<file path="src/rtl/ball_grid_tracker.sv">
// ball_grid_tracker: finds the densest ball-coloured BLOCK x BLOCK cell in a VGA pixel stream
//
// Ports:
//   CLK, RESET_N            pixel clock, asynchronous active-low reset
//   PIX_VALID               sample qualifier; low freezes every stage
//   VGA_H_CNT, VGA_V_CNT    raster counters (active window starts at X_START/Y_START)
//   R_IN, G_IN, B_IN        input pixel colour
//   ENABLE_MARK             paint hit pixels green (overlay build only)
//   R_OUT, G_OUT, B_OUT     video out, two PIX_VALID cycles behind the input
//   BALL_X, BALL_Y          winning cell column / row of the last published frame
//   BALL_COUNT              hit count of the winning cell
//   BALL_FOUND              winning cell exceeded MIN_COUNT
//   BALL_VALID              one-cycle strobe when BALL_* are refreshed
//
// Build option: define OVERLAY_EN to paint the published ball cell red and
// (with ENABLE_MARK) hit pixels green; without it the video is a plain delay.
module ball_grid_tracker #(
    parameter int X_START   = 144,
    parameter int Y_START   = 35,
    parameter int ACT_W     = 640,
    parameter int ACT_H     = 480,
    parameter int BLOCK     = 16,
    parameter int G_MIN     = 64,
    parameter int G_MARGIN  = 32,
    parameter int MIN_COUNT = 128,
    localparam int COLS = ACT_W / BLOCK,
    localparam int ROWS = ACT_H / BLOCK,
    localparam int XW   = $clog2(COLS),
    localparam int YW   = $clog2(ROWS),
    localparam int CW   = 2 * $clog2(BLOCK) + 1
) (
    input  logic          CLK,
    input  logic          RESET_N,
    input  logic          PIX_VALID,
    input  logic [12:0]   VGA_H_CNT,
    input  logic [12:0]   VGA_V_CNT,
    input  logic [7:0]    R_IN,
    input  logic [7:0]    G_IN,
    input  logic [7:0]    B_IN,
    input  logic          ENABLE_MARK,
    output logic [7:0]    R_OUT,
    output logic [7:0]    G_OUT,
    output logic [7:0]    B_OUT,
    output logic [XW-1:0] BALL_X,
    output logic [YW-1:0] BALL_Y,
    output logic [CW-1:0] BALL_COUNT,
    output logic          BALL_FOUND,
    output logic          BALL_VALID
);
    localparam int LB = $clog2(BLOCK);
    localparam logic [CW-1:0] CNT_MAX = '1;

    typedef enum logic [1:0] {IDLE, ACCUM, PUBLISH} state_e;

    logic [12:0] x, y;
    logic act, hit;
    // Subtraction wraps below the window start, so one unsigned compare per axis covers both bounds.
    assign x   = VGA_H_CNT - 13'(X_START);
    assign y   = VGA_V_CNT - 13'(Y_START);
    assign act = (x < 13'(ACT_W)) && (y < 13'(ACT_H));
    assign hit = ({1'b0, G_IN} >= 9'(G_MIN))
              && ({1'b0, G_IN} > {1'b0, R_IN} + 9'(G_MARGIN))
              && ({1'b0, G_IN} > {1'b0, B_IN} + 9'(G_MARGIN));

    logic          s1_act_q, s1_hit_q, s1_xend_q, s1_yend_q, s1_first_q, s1_last_q;
    logic [XW-1:0] s1_col_q;
    logic [YW-1:0] s1_row_q;
    logic [7:0]    s1_r_q, s1_g_q, s1_b_q;

    always_ff @(posedge CLK or negedge RESET_N) begin
        if (!RESET_N) begin
            s1_act_q   <= 1'b0;
            s1_hit_q   <= 1'b0;
            s1_xend_q  <= 1'b0;
            s1_yend_q  <= 1'b0;
            s1_first_q <= 1'b0;
            s1_last_q  <= 1'b0;
            s1_col_q   <= '0;
            s1_row_q   <= '0;
            s1_r_q     <= '0;
            s1_g_q     <= '0;
            s1_b_q     <= '0;
        end else if (PIX_VALID) begin
            s1_act_q   <= act;
            s1_hit_q   <= act && hit;
            s1_xend_q  <= &x[LB-1:0];
            s1_yend_q  <= &y[LB-1:0];
            s1_first_q <= act && x == 13'd0 && y == 13'd0;
            s1_last_q  <= act && x == 13'(ACT_W - 1) && y == 13'(ACT_H - 1);
            s1_col_q   <= XW'(x >> LB);
            s1_row_q   <= YW'(y >> LB);
            s1_r_q     <= R_IN;
            s1_g_q     <= G_IN;
            s1_b_q     <= B_IN;
        end
    end

    state_e state_q, state_d;
    logic   clr, acc_en, publish;

    always_ff @(posedge CLK or negedge RESET_N) begin
        if (!RESET_N) state_q <= IDLE;
        else          state_q <= state_d;
    end

    // A new (0,0) in ACCUM restarts the frame; it takes precedence over the last-pixel exit.
    always_comb begin
        state_d = state_q;
        if (PIX_VALID) begin
            unique case (state_q)
                IDLE:    state_d = s1_first_q ? ACCUM : IDLE;
                ACCUM:   state_d = (s1_last_q && !s1_first_q) ? PUBLISH : ACCUM;
                PUBLISH: state_d = IDLE;
                default: state_d = IDLE;
            endcase
        end
    end

    // The (0,0) pixel that opens a frame is itself accumulated after the clear.
    always_comb begin
        clr     = PIX_VALID && s1_first_q && state_q != PUBLISH;
        acc_en  = PIX_VALID && s1_act_q && (state_q == ACCUM || clr);
        publish = PIX_VALID && state_q == PUBLISH;
    end

    logic [CW-1:0] cnt_q [COLS];
    logic [CW-1:0] cnt_base, cnt_inc, rb_cnt_q, rb_cnt_n, fb_cnt_q;
    logic [XW-1:0] rb_col_q, rb_col_n, fb_col_q;
    logic [YW-1:0] fb_row_q;
    logic          close, row_end, row_take, frame_take;

    always_comb begin
        cnt_base   = clr ? '0 : cnt_q[s1_col_q];
        cnt_inc    = (cnt_base == CNT_MAX) ? CNT_MAX : cnt_base + CW'(s1_hit_q);
        close      = acc_en && s1_xend_q && s1_yend_q;
        row_end    = close && s1_col_q == XW'(COLS - 1);
        row_take   = close && cnt_inc > CW'(MIN_COUNT) && cnt_inc > rb_cnt_q;
        rb_cnt_n   = row_take ? cnt_inc : rb_cnt_q;
        rb_col_n   = row_take ? s1_col_q : rb_col_q;
        frame_take = row_end && rb_cnt_n > fb_cnt_q;
    end

    always_ff @(posedge CLK or negedge RESET_N) begin
        if (!RESET_N) begin
            for (int i = 0; i < COLS; i++) cnt_q[i] <= '0;
        end else begin
            for (int i = 0; i < COLS; i++) if (clr) cnt_q[i] <= '0;
            if (acc_en) cnt_q[s1_col_q] <= close ? '0 : cnt_inc;
        end
    end

    always_ff @(posedge CLK or negedge RESET_N) begin
        if (!RESET_N) begin
            rb_cnt_q <= '0;
            rb_col_q <= '0;
            fb_cnt_q <= '0;
            fb_col_q <= '0;
            fb_row_q <= '0;
        end else begin
            if (clr || row_end) begin
                rb_cnt_q <= '0;
                rb_col_q <= '0;
            end else if (row_take) begin
                rb_cnt_q <= cnt_inc;
                rb_col_q <= s1_col_q;
            end
            if (clr) begin
                fb_cnt_q <= '0;
                fb_col_q <= '0;
                fb_row_q <= '0;
            end else if (frame_take) begin
                fb_cnt_q <= rb_cnt_n;
                fb_col_q <= rb_col_n;
                fb_row_q <= s1_row_q;
            end
        end
    end

    logic [XW-1:0] ball_x_q;
    logic [YW-1:0] ball_y_q;
    logic [CW-1:0] ball_cnt_q;
    logic          ball_found_q, ball_valid_q;

    always_ff @(posedge CLK or negedge RESET_N) begin
        if (!RESET_N) begin
            ball_x_q     <= '0;
            ball_y_q     <= '0;
            ball_cnt_q   <= '0;
            ball_found_q <= 1'b0;
            ball_valid_q <= 1'b0;
        end else begin
            ball_valid_q <= publish;
            if (publish) begin
                ball_x_q     <= fb_col_q;
                ball_y_q     <= fb_row_q;
                ball_cnt_q   <= fb_cnt_q;
                ball_found_q <= fb_cnt_q != '0;
            end
        end
    end

    assign BALL_X     = ball_x_q;
    assign BALL_Y     = ball_y_q;
    assign BALL_COUNT = ball_cnt_q;
    assign BALL_FOUND = ball_found_q;
    assign BALL_VALID = ball_valid_q;

    // A cell holds at most BLOCK*BLOCK hits, which CW bits always represent.
    assert property (@(posedge CLK) disable iff (!RESET_N) !(acc_en && cnt_base == CNT_MAX));

    logic [7:0] vid_r, vid_g, vid_b;
`ifdef OVERLAY_EN
    logic s1_mark_q, paint_ball, paint_hit;
    always_ff @(posedge CLK or negedge RESET_N) begin
        if (!RESET_N)       s1_mark_q <= 1'b0;
        else if (PIX_VALID) s1_mark_q <= ENABLE_MARK;
    end
    always_comb begin
        paint_ball = s1_act_q && ball_found_q && s1_col_q == ball_x_q && s1_row_q == ball_y_q;
        paint_hit  = s1_mark_q && s1_hit_q;
        vid_r      = paint_ball ? 8'hff : paint_hit ? 8'h00 : s1_r_q;
        vid_g      = paint_ball ? 8'h00 : paint_hit ? 8'hff : s1_g_q;
        vid_b      = (paint_ball || paint_hit) ? 8'h00 : s1_b_q;
    end
`else
    logic unused_mark;
    assign unused_mark = ENABLE_MARK;
    always_comb begin
        vid_r = s1_r_q;
        vid_g = s1_g_q;
        vid_b = s1_b_q;
    end
`endif

    always_ff @(posedge CLK or negedge RESET_N) begin
        if (!RESET_N) begin
            R_OUT <= '0;
            G_OUT <= '0;
            B_OUT <= '0;
        end else if (PIX_VALID) begin
            R_OUT <= vid_r;
            G_OUT <= vid_g;
            B_OUT <= vid_b;
        end
    end
endmodule

</file>
<file path="config.mk">
export PLATFORM = sky130hd
export DESIGN_NAME = ball_grid_tracker
export DESIGN_NICKNAME = d
export VERILOG_FILES = /design/src/rtl/ball_grid_tracker.sv
export SDC_FILE = /design/constraint.sdc
export NUM_CORES = 1
export LEC_CHECK = 0
export ABC_CLOCK_PERIOD_IN_PS = 15670
export BUFFER_PORTS_ARGS = -buffer_cell sky130_fd_sc_hd__buf_2
export CAP_MARGIN = 20
export CORE_MARGIN = 8
export CORE_UTILIZATION = 56
export CTS_BUF_LIST = sky130_fd_sc_hd__clkbuf_4
export DETAILED_ROUTE_END_ITERATION = 7
export PLACE_DENSITY = 0.72
export SYNTH_ARGS = -nofsm -noshare
export SYNTH_HDL_FRONTEND = slang
export SYNTH_SLANG_ARGS = --single-unit
</file>
<file path="constraint.sdc">
create_clock -name CLK -period 15.67 [get_ports CLK]
set_input_delay 3.9175 -clock CLK [delete_from_list [all_inputs] [get_ports CLK]]
set_output_delay 3.9175 -clock CLK [all_outputs]
set_load 0.005 [all_outputs]
</file>
==> Word level (Yosys, flattened, before mapping) <==
Cells that the tools add are included.
{ "totals": {"register_bits": 484, "inputBits": 54, "output_inout_bits": 46, "word_cells": 182} }
{ "op_classes": {"n_addsub": 5, "order_cmp": 10, "eq_ne": 7, "n_mux": 63, "bitwise_logic": 1, "reduce_logical": 31} }
{ "op_table": {"columns": ["cell", "n"], "rows": [
  ["$mux W9", 50],
  ["$bwmux W360", 1],
  ["$mux W360", 1],
  ["$bmux W9 S6", 1],
  ["$demux W9 S6", 1],
  ["$logic_not A13 Y1", 2],
  ["$mux W6", 4],
  ["$logic_and A1 B1 Y1", 21],
  ["$add A8 B6 Y9 const B", 2],
  ["$gt A8 B9 Y1", 2],
  ["$gt A9 B9 Y1", 2],
  ["$eq A13 B10 Y1 const B", 1],
  ["$eq A13 B9 Y1 const B", 1],
  ["$lt A13 B10 Y1 const B", 1],
  ["$lt A13 B9 Y1 const B", 1],
  ["$sub A13 B6 Y13 const B", 1],
  ["$sub A13 B8 Y13 const B", 1],
  ["$mux W5", 2],
  ["$add A9 B1 Y9", 1],
  ["$eq A9 B9 Y1 const B", 1],
  ["$gt A9 B8 Y1 const B", 1],
  ["$reduce_bool A9 Y1", 1],
  ["$ge A8 B7 Y1 const B", 1],
  ["$reduce_and A4 Y1", 2],
  ["other kinds (14)", 15]
]} }

==> Logic depth before layout (Yosys ltp) <==
Gate-level depths: netlist (run 1).
{ "logic_depth": {"depth_word": 15, "depth_mapped": 41} }

==> Worst setup path after synthesis (run 1) <==
Ideal clock, no wire load.
{ "synth_path": {"kind": "input -> register", "start": "input port PIX_VALID", "end": "register fb_cnt_q[0]", "t_arrival_ns": 9.468, "t_required_ns": 15.575, "path_slack_ns": 6.107, "cell_stages": 35, "n_path_buf": 4, "path_cell_list": "nand2_1 -> nor2_1 -> clkbuf_1 -> nor2_1 -> ha_1 -> ha_1 -> o21ai_0 -> nor2_1 -> nand3_1 -> mux2i_1 -> inv_1 -> ha_1 -> nand4_1 -> nor2_1 -> a41oi_1 -> o21ai_0 -> a21o_1 -> a311o_1 -> buf_6 -> a21oi_1 -> nor2_1 -> ha_1 -> nor2b_1 -> o21a_1 -> o21a_1 -> o21a_1 -> o21a_1 -> o21ai_0 -> a21oi_1 -> o21a_1 -> clkbuf_1 -> nor2_1 -> clkbuf_1 -> nand2_1 -> o31ai_1"} }
{ "synth_between": {"elab_chain_len": 12, "elab_cells_between_ends": 22, "cone_classes": "add/sub (1); order compare (3); eq/ne (1); mux (5); reduce/logical (12)"} }
{ "synth_rtl": {"columns": ["element", "line", "source"], "rows": [
  ["start, declared", "34", "input logic PIX_VALID,"],
  ["$logic_and A1 B1 Y1 (2 in a row)", "121", "clr = PIX_VALID && s1_first_q && state_q != PUBLISH;"],
  ["$mux W9 or $logic_or A1 B1 Y1 (tied branches)", "133, 122", null],
  ["$add A9 B1 Y9, or another cell as far along", "134", "cnt_inc = (cnt_base == CNT_MAX) ? CNT_MAX : cnt_base + CW'(s1_hit_q);"],
  ["$mux W9 or $logic_and A1 B1 Y1 (tied branches)", "134, 135", null],
  ["$gt A9 B8 Y1 or $logic_and A1 B1 Y1 (tied branches)", "137, 135", null],
  ["$logic_and A1 B1 Y1 (2 in a row)", "137", "row_take = close && cnt_inc > CW'(MIN_COUNT) && cnt_inc > rb_cnt_q;"],
  ["$mux W9", "138", "rb_cnt_n = row_take ? cnt_inc : rb_cnt_q;"],
  ["$gt A9 B9 Y1", "140", "frame_take = row_end && rb_cnt_n > fb_cnt_q;"],
  ["$logic_and A1 B1 Y1", "140", null],
  ["$reduce_bool A2 Y1 (no line)", null, null],
  ["end signal, assigned", "172", "fb_cnt_q <= rb_cnt_n;"],
  ["end, declared", "127", "logic [CW-1:0] cnt_base, cnt_inc, rb_cnt_q, rb_cnt_n, fb_cnt_q;"]
]} }
Parallel ways exist; a longest one is shown, timed or not. The select of a mux whose other input is x is not followed.
A chain may end at the register's enable or synchronous reset.

==> Final worst setup path (run 1) <==
{ "layout_path": {"start": "input port PIX_VALID", "end": "register fb_cnt_q[2]"} }
The elaborated chain is that of the path after synthesis.

==> impl_summary.txt, run 1 <==
----------------------------------------------------
[Yosys]
  Top-count cell post-synth ... dfrtp_1
  Synth Net Count ... approximately 2400
  Post-Syn Area ... about 0.023 mm^2
  Top_reg_cell synth ... dfrtp_1
  Top cell types by occurrence after synthesis ... dfrtp_1 (484), o21ai_0 (405), nand3_1 (381), clkbuf_1 (148), nand2_1 (138)
  Cell types occupying the most area after synthesis ... dfrtp_1 (52%), o21ai_0 (8.7%), nand3_1 (8.2%), mux2_2 (3.9%), mux2i_1 (3.2%)
  Count of cell types in the netlist ... 87
  Async set-or-reset flop fraction in the synthesized netlist ... 100%
  Mean post-synth cell area ... about 10 um^2
  Fraction of synthesized cell area taken by the top area cell type ... 52.2%
  Cell type with the largest total area after synthesis ... dfrtp_1
  Warnings, synthesis ... 0
  Total of flip-flops plus latches after synthesis ... between 400 and 500
  Share of synthesized area occupied by flip-flops and latches ... 52.2%
  Number of flops mapped to enable cells by yosys ... 0
  Cells after synthesis ... approximately 2300

[Critical path]
  Setup crit start kind ... input port
  Kind of end point of the critical path ... register
  Critical Path AT ... between 10000 and 15000 ps
  Highest cell delay on the worst timing path ... around 740 ps
  Total stage count of the critical path ... 32
  Start-to-end type of the worst setup path ... in -> reg
  Register-to-Register Path Depth ... 34
  Kind of cell adding the most delay to the critical path ... compound AO/OA/AOI/OAI gates
  Critical path peak fanout ... 75
  Data required, critical path ... roughly 16000 ps
  Worst Path Buf+Inv ... 2
  Library cell appearing most often on the critical path ... o21a_1
  Standard cell with the maximum stage delay on the critical path ... nor2_1

[Route]
  Detailed Routing Iterations Pass 1 ... 5
  Post-route antenna net violation count ... 0
  Overall routed net length ... about 64000 um
  Total number of vias ... about 19000
  Routed WL per cell ... 21.5 um
  Final routed DRC violation total ... 0
  Average vias per placed instance ... roughly 6.3
  First DRT Iteration DRCs ... approximately 2000

[Clock tree]
  # clock sinks ... 484
  TritonCTS buffer count ... between 100 and 150
  Clock tree from TritonCTS ... yes
  Clock tree buffer depth ... 3
  Source-to-sink clock delay at the later pin of the worst-skew pair ... ~860 ps
  CTS HTree Levels ... 4
  Number of buffers added to fix hold violations after cts ... 0
  Count of cells resized by post-cts repair ... 0
  Cell at the root of the clock tree ... clkbuf_4
  Buffers inserted by post-CTS timing repair ... 0
  Clock transition at the registers of the reported paths ... ~60 ps

[Placement]
  Routability congestion estimate from global placement ... around 0.91
  Placed cell count ... 2779
  Worst-case setup slack after placement ... around 3800 ps
  Detailed placer's ending HPWL ... 39600 um
  Port Buffer Count ... approximately 100

[Power]
  Cell area power density ... approximately 110 mW/mm^2
  Reported leakage power ... ~11 nW
  Worst voltage drop across the vdd grid ... roughly 0.062 mV

[Hold path]
  Hold path depth ... 2
  HP Class ... reg -> reg

[Timing]
  Post-route setup TNS ... 0 ps
  Setup repair after global routing missed its margin ... false
  Highest achievable clock rate ... approximately 90 MHz
  Skew final ... roughly 61 ps
  Slew at the pin closest to its max-slew limit ... 1120 ps
  Relative slew slack ... between 20% and 30%
  Number of setup violations in the final report ... 0
  Final critical-path share of the clock period ... 71.2%
  Final hold viol count ... 0
  Post-route minimum period ... about 11000 ps
  Least setup slack across all paths after layout ... roughly 4500 ps
  Final slew viol count ... 0

[Global route]
  Total grt overflow ... 0
  Maximum number of pins on one net before global-route repair ... between 150 and 200
  Global-route wire length before repair ... ~100000 um
  Number of global-route vias before repair ... 19000
  Global Route Usage Sum ... 27.1%
  Antenna violations before repair ... 2

[Die]
  Core region area ... between 0.04 and 0.05 mm^2
  Die ar. ... 0.0482 mm^2
  Die width ... about 220 um
  Number of rows in the core area ... 74
  IO Count ... 100
  Initial core utilization ... 56.8%
  Y dimension of the die ... roughly 220 um

[Cells and area]
  Post-layout net count ... 2476
  Fin cells ... 3000
  Fillcell total ... between 3000 and 4000
  Fraction of final layout cells sized beyond drive strength 1 ... 18.4%
  Post-layout util ... between 60% and 70%
  Area delta synth->final ... 9.36%

[Flow run]
  Max-cap check violation count ... 0

[Run status]
  Run status ... complete, no violations

----------------------------------------------------
kinds of logic after synthesis:
logic type	count (synthesis)	synth area share (%)
and+or+nand+nor	710	15.2
AOI/OAI and AO/OA	650	16.7
DFF	484	52.2
buffers and inverters	242	4.77
muxes	172	8.48
adders and majority gates	42	2.25
xor gates and xnor gates	10	0.378
worst paths after layout:
path                                  start  slack, ps            end
worst max register to register  s1_col_q[2]       5660    fb_cnt_q[2]
min in group asynchronous           RESET_N       3110  BALL_COUNT[5]
worst min-delay path            fb_col_q[0]        470    fb_col_q[0]
max in group asynchronous           RESET_N      10020     cnt_q[327]
worst max-delay path              PIX_VALID       4520    fb_cnt_q[2]
worst min register to register  fb_col_q[0]        470    fb_col_q[0]
worst reg2reg max path, delay by kind of cell, from the launching register on:
family,cells,cell delay (ps)
compound gates,20,4520
fa+ha+maj,3,910
buf+inv,2,1260
flops,1,790
simple gates,9,2430
power breakdown:
group          switching [W]  leakage [nW]  internal, W  total [W]
registers          0.0000288          6.61      0.00127    0.00130
clock network       0.000522         0.980     0.000604    0.00113
logic               0.000177          3.84    0.0000833   0.000260
state kept, by name, summed over array words and instances, names as in the netlist, 2 cells and up:
register / count
cnt_q: 360
fb_cnt_q: 9
B_OUT: 8
G_OUT: 8
fb_col_q: 6
rb_cnt_q: 9
R_OUT: 8
BALL_X: 6
fb_row_q: 5
s1_g_q: 8
s1_r_q: 8
BALL_COUNT: 9
BALL_Y: 5
rb_col_q: 6
state_q: 2
s1_col_q: 6
s1_row_q: 5
s1_b_q: 8
routing by layer:
layer	up-vias	share of wire (%)	track usage [%]
met1	9259	41	35.4
met2	827	47	42.3
met3	184	8.7	6.24
li1	8622	-	-
met5	-	0.020	0
met4	2	4.0	13.0
cells in the final DEF (no fill, tap or decap), types with 12 or more instances in the layout:
cell type    n
o22ai_1     21
a22o_1      18
clkinv_1    21
nand3_1    381
mux2_2      81
o31ai_1     15
nand4_1     13
buf_2       97
a211oi_1    14
a21oi_1     49
o21a_1      13
nor3_1      28
clkbuf_4   184
inv_1       43
nand2b_1    17
mux2i_1     75
nor2_1      56
a221o_1     12
a22oi_1     14
o21ai_0    405
buf_4       32
nor2b_1     13
dfrtp_1    481
ha_1        41
nand2_1    138
final cells by class:
cell class	count	area, um^2	share of cell area [%]
sequential	484	12100	47.8
inverter	48	180	0.710
clock inverter	35	241	0.952
tap	532	666	2.62
timing repair buffer	132	788	3.11
multi-input combinational	1584	9990	39.4
clock buffer	184	1380	5.44
antenna	1	2.50	0.00986
stage by stage:
step / total power (W) / hold slack, ps / cell area (um^2)
after floorplan: 0.00146 / 435 / 23200
after global placement: 0.00157 / 445 / 23700
after detailed placement: 0.00158 / 457 / 23700
after CTS: 0.00270 / 471 / 25300
after global routing: 0.00279 / 496 / 25400
final: 0.00268 / 466 / 25400
Power figures use the tool's default switching activity.
==> run 2: changes to the inputs <==
--- a/config.mk
+++ b/config.mk
@@ -5,7 +5,7 @@
 export SDC_FILE = /design/constraint.sdc
 export NUM_CORES = 1
 export LEC_CHECK = 0
-export ABC_CLOCK_PERIOD_IN_PS = 15670
+export ABC_CLOCK_PERIOD_IN_PS = 11170
 export BUFFER_PORTS_ARGS = -buffer_cell sky130_fd_sc_hd__buf_2
 export CAP_MARGIN = 20
 export CORE_MARGIN = 8
==> constraint.sdc (replaced) <==
create_clock -name CLK -period 11.17 [get_ports CLK]
set_input_delay 2.7925 -clock CLK [delete_from_list [all_inputs] [get_ports CLK]]
set_output_delay 2.7925 -clock CLK [all_outputs]
set_load 0.005 [all_outputs]
==> run 2 against run 1 <==
  * Non-clock buffer count increased by 3
  * Design area increased by 0.55%
  * First-iteration DRC count decreased by 11%
  * Combinational power increased by 42%
  * Clock-buffer cell count increased by 5
  * Cell count increased by 0.13%
  * Sequential share of layout area decreased by 0.26 points
  * Setup slack got worse by 2600 ps
  * Hold slack improved by 3.2 ps
  * Wire length increased by 0.37%
  * Sequential power increased by 40%
  * Flip-flop and latch count unchanged
  * Largest power group unchanged
  * Highest routed layer is now met4
==> impl_summary.txt, run 2 (same netlist as run 1, synthesis figures left out) <==
----------------------------------------------------
[Run status]
  Run status ... complete, no violations

[Critical path]
  Worst R2R Setup Slack ... 1900 ps (-3760 ps)
  Critical path peak fanout ... 30 (-60%)
  Data required, critical path ... 11880 ps (-4500 ps)
  Critical Path AT ... 9980 ps (-1890 ps)
  Setup crit start kind ... register
  Highest cell delay on the worst timing path ... 790 ps (+50 ps)
  Register-to-Register Path Depth ... 35 (+2.9%)
  Critical register-to-register path endpoint ... fb_cnt_q[2]
  Start-to-end type of the worst setup path ... reg -> reg
  Standard cell with the maximum stage delay on the critical path ... dfrtp_2
  Termination of the worst setup path ... fb_cnt_q[2]
  Kind of end point of the critical path ... register
  Start point of the critical path ... s1_col_q[0]
  Launch instance of the worst register-to-register path ... s1_col_q[0]

[Clock tree]
  Count of cells resized by post-cts repair ... 0 (unchanged)
  Buffers inserted by post-CTS timing repair ... 0 (unchanged)
  # clock sinks ... 484 (unchanged)
  Clock transition at the registers of the reported paths ... 60 ps (about the same)
  Clock tree buffer depth ... 3 (unchanged)
  Number of buffers added to fix hold violations after cts ... 0 (unchanged)
  Cell at the root of the clock tree ... clkbuf_4
  TritonCTS buffer count ... 130 (-0.76%)
  Source-to-sink clock delay at the later pin of the worst-skew pair ... 850 ps (about the same)
  CTS HTree Levels ... 4 (unchanged)
  Clock tree from TritonCTS ... yes

[Placement]
  Detailed placer's ending HPWL ... 39700 um (+0.35%)
  Routability congestion estimate from global placement ... 0.914 (+0.44%)
  Post-Place Cell Area ... 0.0237 mm^2 (about the same)
  Port Buffer Count ... 98 (unchanged)

[Global route]
  Antenna violations before repair ... 2 (unchanged)
  Maximum number of pins on one net before global-route repair ... 202 (+20%)
  Global Route Usage Sum ... 27.1% (+0.037 points)
  Number of global-route vias before repair ... 18700 (-1.8%)
  Global-route wire length before repair ... 103000 um (about the same)
  Total grt overflow ... 0 (unchanged)

[Cells and area]
  Number of flip-flops under the largest register name ... 360 (unchanged)
  Most common cell after layout, fill and taps aside ... dfrtp_1
  Register Area ... 0.0121 mm^2 (unchanged)
  Highest-count cells in the layout ignoring fill and taps ... dfrtp_1 (481), o21ai_0 (405), nand3_1 (381)
  Largest register by flop count ... cnt_q
  Area delta synth->final ... 9.96%
  Fraction of final layout cells sized beyond drive strength 1 ... 18.7% (+0.29 points)
  Area used by multi-input combinational logic ... 0.00999 mm^2 (about the same)
  Post-layout net count ... 2478 (+0.081%)
  Fillcell total ... 3338 (-2.2%)
  Post-layout instance area ... 0.0255 mm^2 (+0.55%)

[Route]
  Routed WL per cell ... 21.5 um (+0.23%)
  Post-route antenna net violation count ... 0 (unchanged)
  Average vias per placed instance ... 6.31 (+0.24%)
  Overall routed net length ... 64600 um (+0.37%)
  First DRT Iteration DRCs ... 1765 (-11%)
  Total number of vias ... 19000 (+0.38%)
  Final routed DRC violation total ... 0 (unchanged)
  Detailed Routing Iterations Pass 1 ... 7 (+2)

[Timing]
  Final slew viol count ... 0 (unchanged)
  Relative slew slack ... 21.3% (-4.3 points)
  Post-route minimum period ... around 9300 ps
  Number of setup violations in the final report ... 0 (unchanged)
  Setup repair after global routing missed its margin ... false
  Skew final ... 53.5 ps (-7.80 ps)
  Slew at the pin closest to its max-slew limit ... 1170 ps (+55.0 ps)
  Final hold viol count ... 0 (unchanged)
  Final critical-path share of the clock period ... between 80% and 90%
  Highest achievable clock rate ... approximately 110 MHz
  Post-route setup TNS ... 0 ps (unchanged)

[Die]
  Die ar. ... 0.0482 mm^2 (unchanged)
  Core region area ... 0.0408 mm^2 (unchanged)
  Die width ... 220 um (unchanged)
  Y dimension of the die ... 220 um (unchanged)
  IO Count ... 100 (unchanged)
  Number of rows in the core area ... 74 (unchanged)
  Initial core utilization ... 56.8% (unchanged)

[Power]
  Cell area power density ... 150 mW/mm^2 (+42%)
  Worst voltage drop across the vdd grid ... 0.120 mV (+93%)
  Reported leakage power ... 11.5 nW (+0.57%)

[Hold path]
  HP Class ... reg -> reg

[Flow run]
  Max-cap check violation count ... 0 (unchanged)

----------------------------------------------------
[run 2: cell types whose count changed in the layout (fill, tap and decap cells not counted), sizes merged]
cell and delta:
buf +3, clkbuf +5, inv -2, clkinv -4
bufinv +2
[run 2: area by class of cell]
cell class | count | share of cell area (%)
Clock buffer | 189 | 5.56
Inverter | 48 | 0.706
Sequential cell | 484 | 47.5
Clock inverter | 31 | 1.09
Timing Repair Buffer | 135 | 3.34
Antenna cell | 1 | 0.00981
Multi-Input combinational cell | 1584 | 39.2
Tap cell | 532 | 2.61
[run 2: where the power goes]
group / internal, W / switching (W) / total, W / leakage [nW]
clock network: 0.000910 / 0.000724 / 0.00163 / 1.01
logic: 0.000117 / 0.000254 / 0.000370 / 3.87
registers: 0.00178 / 0.0000362 / 0.00182 / 6.61
total: 0.00281 / 0.00101 / 0.00382 / 11.5
[run 2: stage by stage]
stage	setup slack (ps)	cells	hold slack, ps	utilization, %	power, W
2_1_floorplan	2730	2310	435	-	0.00205
3_3_place_gp	1510	2780	449	58.1	0.00220
3_5_place_dp	1320	2780	465	58.1	0.00221
4_1_cts	2100	3000	478	62.3	0.00385
5_1_grt	1400	3004	504	62.5	0.00398
6_report	1900	3004	469	62.5	0.00382
[run 2: worst min path at each step]
| stage | endpoint | cells after the start | from | slack [ps] |
|---|---|---|---|---|
| 6_report | state_q[0] | 1 | state_q[1] | 470 |
| 5_1_grt | fb_col_q[1] | 2 | fb_col_q[1] | 500 |
| 4_1_cts | fb_col_q[0] | 2 | fb_col_q[0] | 480 |
| 3_5_place_dp | fb_col_q[0] | 2 | fb_col_q[0] | 470 |
| 3_3_place_gp | state_q[0] | 1 | state_q[1] | 450 |
| 2_1_floorplan | fb_col_q[0] | 2 | fb_col_q[0] | 430 |
[run 2: worst max-delay path, delay by kind of cell (launching register included)]
family | cells | cell delay (ps)
multiplexers | 1 | 420
AO/OA/AOI/OAI | 16 | 3330
adder cells (fa/ha/maj) | 4 | 1040
flip-flops | 1 | 790
AND/OR/NAND/NOR | 12 | 2890
buffers and inverters | 2 | 590
[run 2: per-layer routing]
| metal | track usage, % | up-vias | share of wire, % | wire length [um] |
|---|---|---|---|---|
| met4 | 12.2 | 0 | 3.7 | 2380 |
| met5 | 0 | - | 0 | 0 |
| met1 | 36.8 | 9390 | 42 | 27200 |
| li1 | - | 8651 | - | - |
| met3 | 5.21 | 158 | 7.6 | 4890 |
| met2 | 42.1 | 766 | 47 | 30200 |
